==> src/rtl/rangefinder_sopc_cpu_oci_dct_pkg.sv <==
// Shared types and constants for the OCI data-compressed-trace sequencer.
package rangefinder_sopc_cpu_oci_dct_pkg;

  localparam int DCT_BUF_W = 30;
  localparam int DCT_CNT_W = 4;
  localparam int DCT_ATOMS = 15;
  localparam int FRAME_W   = 36;

  typedef enum logic [1:0] {
    ST_IDLE    = 2'd0,
    ST_COLLECT = 2'd1,
    ST_DRAIN   = 2'd2,
    ST_ENDED   = 2'd3
  } dct_state_t;

  // Trace RAM word layout: count in the top nibble, two spare bits, then the packed atoms.
  function automatic logic [FRAME_W-1:0] dct_frame_pack(
    input logic [DCT_CNT_W-1:0] cnt,
    input logic [DCT_BUF_W-1:0] atoms
  );
    return {cnt, 2'b00, atoms};
  endfunction

endpackage

==> src/rtl/rangefinder_sopc_cpu_oci_dct_outreg.sv <==
// One-entry valid/ready frame register towards trace RAM; also tracks the RAM write address.
module rangefinder_sopc_cpu_oci_dct_outreg
  import rangefinder_sopc_cpu_oci_dct_pkg::*;
#(
  parameter int ADDR_W = 8
) (
  input  logic               i_clk,
  input  logic               i_reset,
  input  logic               i_load,
  input  logic [FRAME_W-1:0] i_load_data,
  input  logic               i_ready,
  output logic               o_valid,
  output logic [FRAME_W-1:0] o_data,
  output logic [ADDR_W-1:0]  o_addr,
  output logic               o_wrapped,
  output logic               o_free
);

  logic               r_valid;
  logic [FRAME_W-1:0] r_data;
  logic [ADDR_W-1:0]  r_addr;
  logic               r_wrapped;
  logic               w_hs;

  assign w_hs   = r_valid & i_ready;
  // Free when empty or when the held frame leaves this cycle, so a new frame can reload back-to-back.
  assign o_free = ~r_valid | i_ready;

  always_ff @(posedge i_clk or posedge i_reset) begin
    if (i_reset) begin
      r_valid   <= 1'b0;
      r_data    <= '0;
      r_addr    <= '0;
      r_wrapped <= 1'b0;
    end else begin
      if (w_hs) begin
        r_addr <= r_addr + ADDR_W'(1);
        if (&r_addr) r_wrapped <= 1'b1;
      end
      if (i_load) begin
        r_valid <= 1'b1;
        r_data  <= i_load_data;
      end else if (w_hs) begin
        r_valid <= 1'b0;
      end
    end
  end

  assign o_valid   = r_valid;
  assign o_data    = r_data;
  assign o_addr    = r_addr;
  assign o_wrapped = r_wrapped;

endmodule

==> src/rtl/rangefinder_sopc_cpu_oci_dct_ctrl.sv <==
// DCT trace sequencer: packs 2-bit atoms into 15-atom frames, hands them to trace RAM,
// and runs the end-of-test drain handshake.
module rangefinder_sopc_cpu_oci_dct_ctrl
  import rangefinder_sopc_cpu_oci_dct_pkg::*;
#(
  parameter int ADDR_W = 8,
  parameter int OVF_W  = 8
) (
  input  logic                 i_clk,
  input  logic                 i_reset,
  input  logic                 i_trace_en,
  input  logic                 i_atom_valid,
  input  logic [1:0]           i_atom,
  input  logic                 i_flush_req,
  input  logic                 i_end_req,
  output logic                 o_wr_valid,
  input  logic                 i_wr_ready,
  output logic [FRAME_W-1:0]   o_wr_data,
  output logic [ADDR_W-1:0]    o_wr_addr,
  output logic                 o_wrapped,
  output logic [DCT_BUF_W-1:0] o_dct_buffer,
  output logic [DCT_CNT_W-1:0] o_dct_count,
  output logic [OVF_W-1:0]     o_ovf_cnt,
  output logic                 o_test_ending,
  output logic                 o_test_has_ended
);

  dct_state_t           r_state;
  logic                 r_test_ending;
  logic                 r_test_has_ended;
  logic [DCT_BUF_W-1:0] r_dct_buffer;
  logic [DCT_CNT_W-1:0] r_dct_count;
  logic                 r_flush_pend;
  logic [OVF_W-1:0]     r_ovf_cnt;

  logic w_free;
  logic w_cnt_zero;
  logic w_cnt_full;
  logic w_collect;
  logic w_flush_want;
  logic w_xfer;
  logic w_accept;
  logic w_drop;

  function automatic logic [OVF_W-1:0] sat_inc(input logic [OVF_W-1:0] v);
    return (&v) ? v : v + OVF_W'(1);
  endfunction

  assign w_cnt_zero   = (r_dct_count == '0);
  assign w_cnt_full   = (r_dct_count == DCT_CNT_W'(DCT_ATOMS));
  assign w_collect    = (r_state == ST_COLLECT);
  assign w_flush_want = (i_flush_req | r_flush_pend | (r_state == ST_DRAIN)) & ~w_cnt_zero;
  assign w_xfer       = (w_cnt_full | w_flush_want) & w_free;
  // A full accumulator still takes an atom when its contents leave on the same edge.
  assign w_accept     = w_collect & i_atom_valid & (~w_cnt_full | w_xfer);
  assign w_drop       = w_collect & i_atom_valid & ~w_accept;

  always_ff @(posedge i_clk or posedge i_reset) begin
    if (i_reset) begin
      r_state          <= ST_IDLE;
      r_test_ending    <= 1'b0;
      r_test_has_ended <= 1'b0;
    end else begin
      case (r_state)
        ST_IDLE: begin
          if (i_end_req) begin
            r_state       <= ST_DRAIN;
            r_test_ending <= 1'b1;
          end else if (i_trace_en) begin
            r_state <= ST_COLLECT;
          end
        end
        ST_COLLECT: begin
          if (i_end_req) begin
            r_state       <= ST_DRAIN;
            r_test_ending <= 1'b1;
          end else if (!i_trace_en) begin
            r_state <= ST_IDLE;
          end
        end
        ST_DRAIN: begin
          if (w_cnt_zero && !o_wr_valid) begin
            r_state          <= ST_ENDED;
            r_test_ending    <= 1'b0;
            r_test_has_ended <= 1'b1;
          end
        end
        ST_ENDED: begin
          r_state <= ST_ENDED;
        end
        default: begin
          r_state       <= ST_IDLE;
          r_test_ending <= 1'b0;
        end
      endcase
    end
  end

  always_ff @(posedge i_clk or posedge i_reset) begin
    if (i_reset) begin
      r_dct_buffer <= '0;
      r_dct_count  <= '0;
      r_flush_pend <= 1'b0;
      r_ovf_cnt    <= '0;
    end else begin
      if (w_xfer) begin
        if (w_accept) begin
          r_dct_buffer <= {{(DCT_BUF_W-2){1'b0}}, i_atom};
          r_dct_count  <= DCT_CNT_W'(1);
        end else begin
          r_dct_buffer <= '0;
          r_dct_count  <= '0;
        end
      end else if (w_accept) begin
        r_dct_buffer <= {r_dct_buffer[DCT_BUF_W-3:0], i_atom};
        r_dct_count  <= r_dct_count + DCT_CNT_W'(1);
      end

      // A flush that cannot leave yet is remembered until the next transfer.
      if (w_xfer) begin
        r_flush_pend <= 1'b0;
      end else if (i_flush_req && !w_cnt_zero) begin
        r_flush_pend <= 1'b1;
      end

      if (w_drop) r_ovf_cnt <= sat_inc(r_ovf_cnt);
    end
  end

  rangefinder_sopc_cpu_oci_dct_outreg #(
    .ADDR_W (ADDR_W)
  ) u_outreg (
    .i_clk       (i_clk),
    .i_reset     (i_reset),
    .i_load      (w_xfer),
    .i_load_data (dct_frame_pack(r_dct_count, r_dct_buffer)),
    .i_ready     (i_wr_ready),
    .o_valid     (o_wr_valid),
    .o_data      (o_wr_data),
    .o_addr      (o_wr_addr),
    .o_wrapped   (o_wrapped),
    .o_free      (w_free)
  );

  assign o_dct_buffer     = r_dct_buffer;
  assign o_dct_count      = r_dct_count;
  assign o_ovf_cnt        = r_ovf_cnt;
  assign o_test_ending    = r_test_ending;
  assign o_test_has_ended = r_test_has_ended;

endmodule

==> config.mk <==
export PLATFORM = sky130hd
export DESIGN_NAME = rangefinder_sopc_cpu_oci_dct_ctrl
export DESIGN_NICKNAME = d
export VERILOG_FILES = /design/src/rtl/rangefinder_sopc_cpu_oci_dct_pkg.sv /design/src/rtl/rangefinder_sopc_cpu_oci_dct_outreg.sv /design/src/rtl/rangefinder_sopc_cpu_oci_dct_ctrl.sv
export SDC_FILE = /design/constraint.sdc
export NUM_CORES = 1
export LEC_CHECK = 0
export ABC_AREA = 1
export BUFFER_PORTS_ARGS = -buffer_cell sky130_fd_sc_hd__buf_2
export CORE_MARGIN = 5
export CORE_UTILIZATION = 45
export CTS_CLUSTER_DIAMETER = 60
export DETAILED_ROUTE_END_ITERATION = 7
export PLACE_DENSITY = 0.75
export SYNTH_ARGS = -nofsm -noshare
export SYNTH_HDL_FRONTEND = slang
export SYNTH_SLANG_ARGS = --single-unit
==> constraint.sdc <==
create_clock -name i_clk -period 7.2 [get_ports i_clk]
set_input_delay 1.44 -clock i_clk [delete_from_list [all_inputs] [get_ports i_clk]]
set_output_delay 1.44 -clock i_clk [all_outputs]
set_load 0.005 [all_outputs]
==> metrics.log <==
[metrics] clock insertion delay at the later pin of the skew report: 350 ps
[metrics] fillers: 826
[metrics] power density normalized to cell area: 196.2 nW/um^2
[metrics] Post-Route Skew: 11.81 ps
[metrics] post-layout min period: 3256 ps
[metrics] post-detailed-route DRC marker count: 0
[metrics] kind of start point of the critical path: primary input
[metrics] post-CTS setup repair buffer count: 0
[metrics] vias after detailed routing: 3011
[metrics] Clock Tree Root: sky130_fd_sc_hd__clkbuf_8
[metrics] max-capacitance violation count: 0
[metrics] growth of design area from synthesis to finish: 17.12%
[metrics] type of the worst setup path: in2reg
[metrics] peak clock frequency supported by timing: 0.3071 GHz
[metrics] number of global-route vias before repair: 2948
[metrics] number of buffers inserted for hold repair after clock tree synthesis: 0
[metrics] post-synthesis cell area: 3924 um^2
[metrics] row cnt: 34
[metrics] maximum number of pins on one net before global-route repair: 104
[metrics] largest fanout on the critical path: 103
[metrics] first-pass GRT wire length: 14.41 mm
[metrics] commonest non-fill, non-tap cell in the layout: sky130_fd_sc_hd__nand2_1
[metrics] # setup viols final: 0
[metrics] Pleak: 0.002405 uW
[metrics] final critical-path setup slack: 3944 ps
[metrics] Total Nets Final: 521
[metrics] Post-Synth XOR/XNOR Area: 2.679%
[metrics] number of clock buffers inserted by TritonCTS: 9
[metrics] compound-gate portion of the synthesized area: 10.71%
[metrics] floorplan die height: 103.4 um
[metrics] pre-CTS setup slack: 3566 ps
[metrics] total routing usage reported by global routing: 17.26%
[metrics] count of state elements after synthesis: 91
[metrics] Final Instance Count excl. Fillers: 621
[metrics] footprint of the multi-input gates: 1281 um^2
[metrics] Slew HR: 37.19%
[metrics] RSZ-0062 raised after global routing: false
[metrics] total congestion overflow: 0
[metrics] clock network fraction of design power: 40.1%
[metrics] Adder-Cell Fraction of Synth Area: 1.276%
[metrics] top library cells by usage in the layout, fill and taps aside: sky130_fd_sc_hd__nand2_1, sky130_fd_sc_hd__buf_2, sky130_fd_sc_hd__dfrtp_1, sky130_fd_sc_hd__inv_1, sky130_fd_sc_hd__o21ai_0
[metrics] clock-pin slew reported for the worst setup and hold paths after clock tree synthesis: 100 ps
[metrics] global placer's final weighted congestion: 0.8172
[metrics] flip-flop and latch area: 2277 um^2
[metrics] critical path data required time: 7460 ps
[metrics] x dimension of the die: 103.4 um
[metrics] post-synthesis cell count: 418
[metrics] number of search-and-repair iterations in the first detailed-routing pass: 4
[metrics] routed length per placed instance: 13.59 um
[metrics] # IOs: 99
[metrics] synthesis warning total: 0
[metrics] Vias per Instance: 4.849
[metrics] final antenna-violating net count: 0
[metrics] H-Tree Level Count: 3
[metrics] NetSw: 214.3 uW
[metrics] Cell Int Power: 687.5 uW
[metrics] antenna diode instance count: 0
[metrics] proportion of synthesized flip-flops having asynchronous set or reset: 100.0%
[metrics] area post-placement: 4389 um^2
[metrics] simple-gate share of the synthesized area: 17.79%
[metrics] final slew viol count: 0
[metrics] fraction of power consumed by sequential logic: 57.3%
[metrics] CTS sink count: 91
[metrics] detailed placer's ending HPWL: 5.827 mm
[metrics] mean post-synth cell area: 9.387 um^2
[metrics] number of antenna violations at the first check in global routing: 0
[metrics] area of the placeable core: 8593 um^2
[metrics] register area share after synthesis: 58.04%
[metrics] number of distinct library cells after synthesis: 29
[metrics] Longest Clk Path Bufs: 2
[metrics] worst hold path type: reg2reg
[metrics] most common flop cell mapped by yosys: sky130_fd_sc_hd__dfrtp_1
[metrics] Tcrit/Tclk final: 45.22%
[metrics] area of the die: 10690 um^2
[metrics] number of buffers inserted by port buffering: 96
[metrics] layout cell share with drive strength beyond 1: 26.71%
[metrics] number of resized instances in the post-cts repair step: 0
[metrics] Initial Util: 45.66%
[metrics] wire length reported by the detailed router: 8.442 mm
[metrics] highest ir drop seen on vdd: 0.08791 mV
[metrics] Total Neg Setup Slack: 0 ps
[metrics] TritonCTS clock tree: done
[metrics] data arrival time of the critical path: 3520 ps
[metrics] number of enable flip-flop cells after synthesis: 0
[metrics] drt initial violations: 137
[metrics] switching power as a share of total power: 23.77%
[metrics] combinational group share of total power: 2.6%
[metrics] Cells after DPL: 605
[metrics] endpoint class of the critical path: flop
[metrics] final hold violation count: 0
[metrics] Worst-Margin Slew: 942.1 ps
[metrics] multiplexer share of the synthesized area: 0%
[metrics] Layout Cell Area excl Fill: 4596 um^2
[metrics] result of the run: finished, final reports clean
[metrics] largest family of logic cells by synthesized area: simple AND/OR/NAND/NOR gates
## power groups by stage
stage / Combinational (uW) / Clock [uW] / Sequential [uW]
floorplan: 13.7 / 0 / 527
CTS: 24.9 / 371 / 517
global placement: 23.2 / 0 / 526
detailed placement: 24.8 / 0 / 527
global route: 28.2 / 397 / 517
finish: 23.3 / 362 / 517
## synth_stat cells (all sizes together), types with 2 or more instances
cell type | count | area [um^2]
a21oi | 2 | 10.01
buf | 17 | 155.2
clkbuf | 2 | 7.510
dfrtp | 91 | 2277
ha | 4 | 50.05
inv | 55 | 206.5
nand2 | 103 | 406.6
nand3 | 36 | 185.2
nand4 | 2 | 12.51
nor2 | 15 | 66.32
nor3 | 4 | 20.02
o21ai | 70 | 387.9
xnor2 | 4 | 35.03
xor2 | 8 | 70.07
## sequential cells by signal, summed over array words and instances (netlist names)
register and cells:
o_dct_buffer 30, o_dct_count 4, o_ovf_cnt 8, o_test_ending 1, o_test_has_ended 1, r_flush_pend 1
r_state 2, u_outreg.o_addr 8, u_outreg.o_data 34, u_outreg.o_valid 1, u_outreg.o_wrapped 1
## final timing paths
kind / from / endpoint / slack [ps] / depth (start not counted)
hold reg to reg: u_outreg.o_wrapped / u_outreg.o_wrapped / 470 / 1
setup / recovery: i_flush_req / o_dct_buffer[28] / 3940 / 8
hold / removal: u_outreg.o_wrapped / u_outreg.o_wrapped / 470 / 1
max in group asynchronous: i_reset / u_outreg.o_data[12] / 4940 / 3
setup reg to reg: o_dct_count[1] / o_dct_buffer[28] / 4420 / 8
min in group asynchronous: i_reset / o_dct_buffer[4] / 1140 / 2
## critical path, stage by stage
cell                      delay, ps
sky130_fd_sc_hd__buf_2          100
sky130_fd_sc_hd__nor2_1          80
sky130_fd_sc_hd__nand2_1         60
sky130_fd_sc_hd__nand2_1         60
sky130_fd_sc_hd__nand2_2         70
sky130_fd_sc_hd__nand2_4        660
sky130_fd_sc_hd__nand2_2        640
sky130_fd_sc_hd__o21ai_0        350
## area by class of cell
cell class	instances	share of cell area, %
flip-flops and latches	91	49.55
multi-input cells	254	27.88
repair buffers	97	10.62
inverters	55	4.519
well taps	108	2.940
clock buffers	9	2.695
clock inverters	7	1.797
## cell families (layout without fill, tap and decap cells)
group / Yosys count / after routing
AOI/OAI and AO/OA: 75 / 75
adders and majority gates: 4 / 4
DFF: 91 / 91
xor gates and xnor gates: 12 / 12
buffers and inverters: 74 / 168
and+or+nand+nor: 161 / 161
other: 1 / 2
## metal layers
layer / GRT usage [%] / share of wire, % / up-vias
met1: 23.73 / 45 / 1421
met4: 5.777 / 1.2 / 0
met5: 0 / 0 / -
li1: - / - / 1502
met2: 27.40 / 48 / 80
met3: 3.555 / 5.6 / 8
## stage by stage
stage	power, uW	util (%)	hold WS [ps]
5_1_grt	942.2	53.48	505.6
6_report	901.8	53.48	474.9
2_1_floorplan	540.5	-	466.3
3_3_place_gp	549.7	51.08	447.7
4_1_cts	912.5	53.48	483.3
3_5_place_dp	551.6	51.08	461.6
No activity file was read; power rests on OpenSTA's default activity.
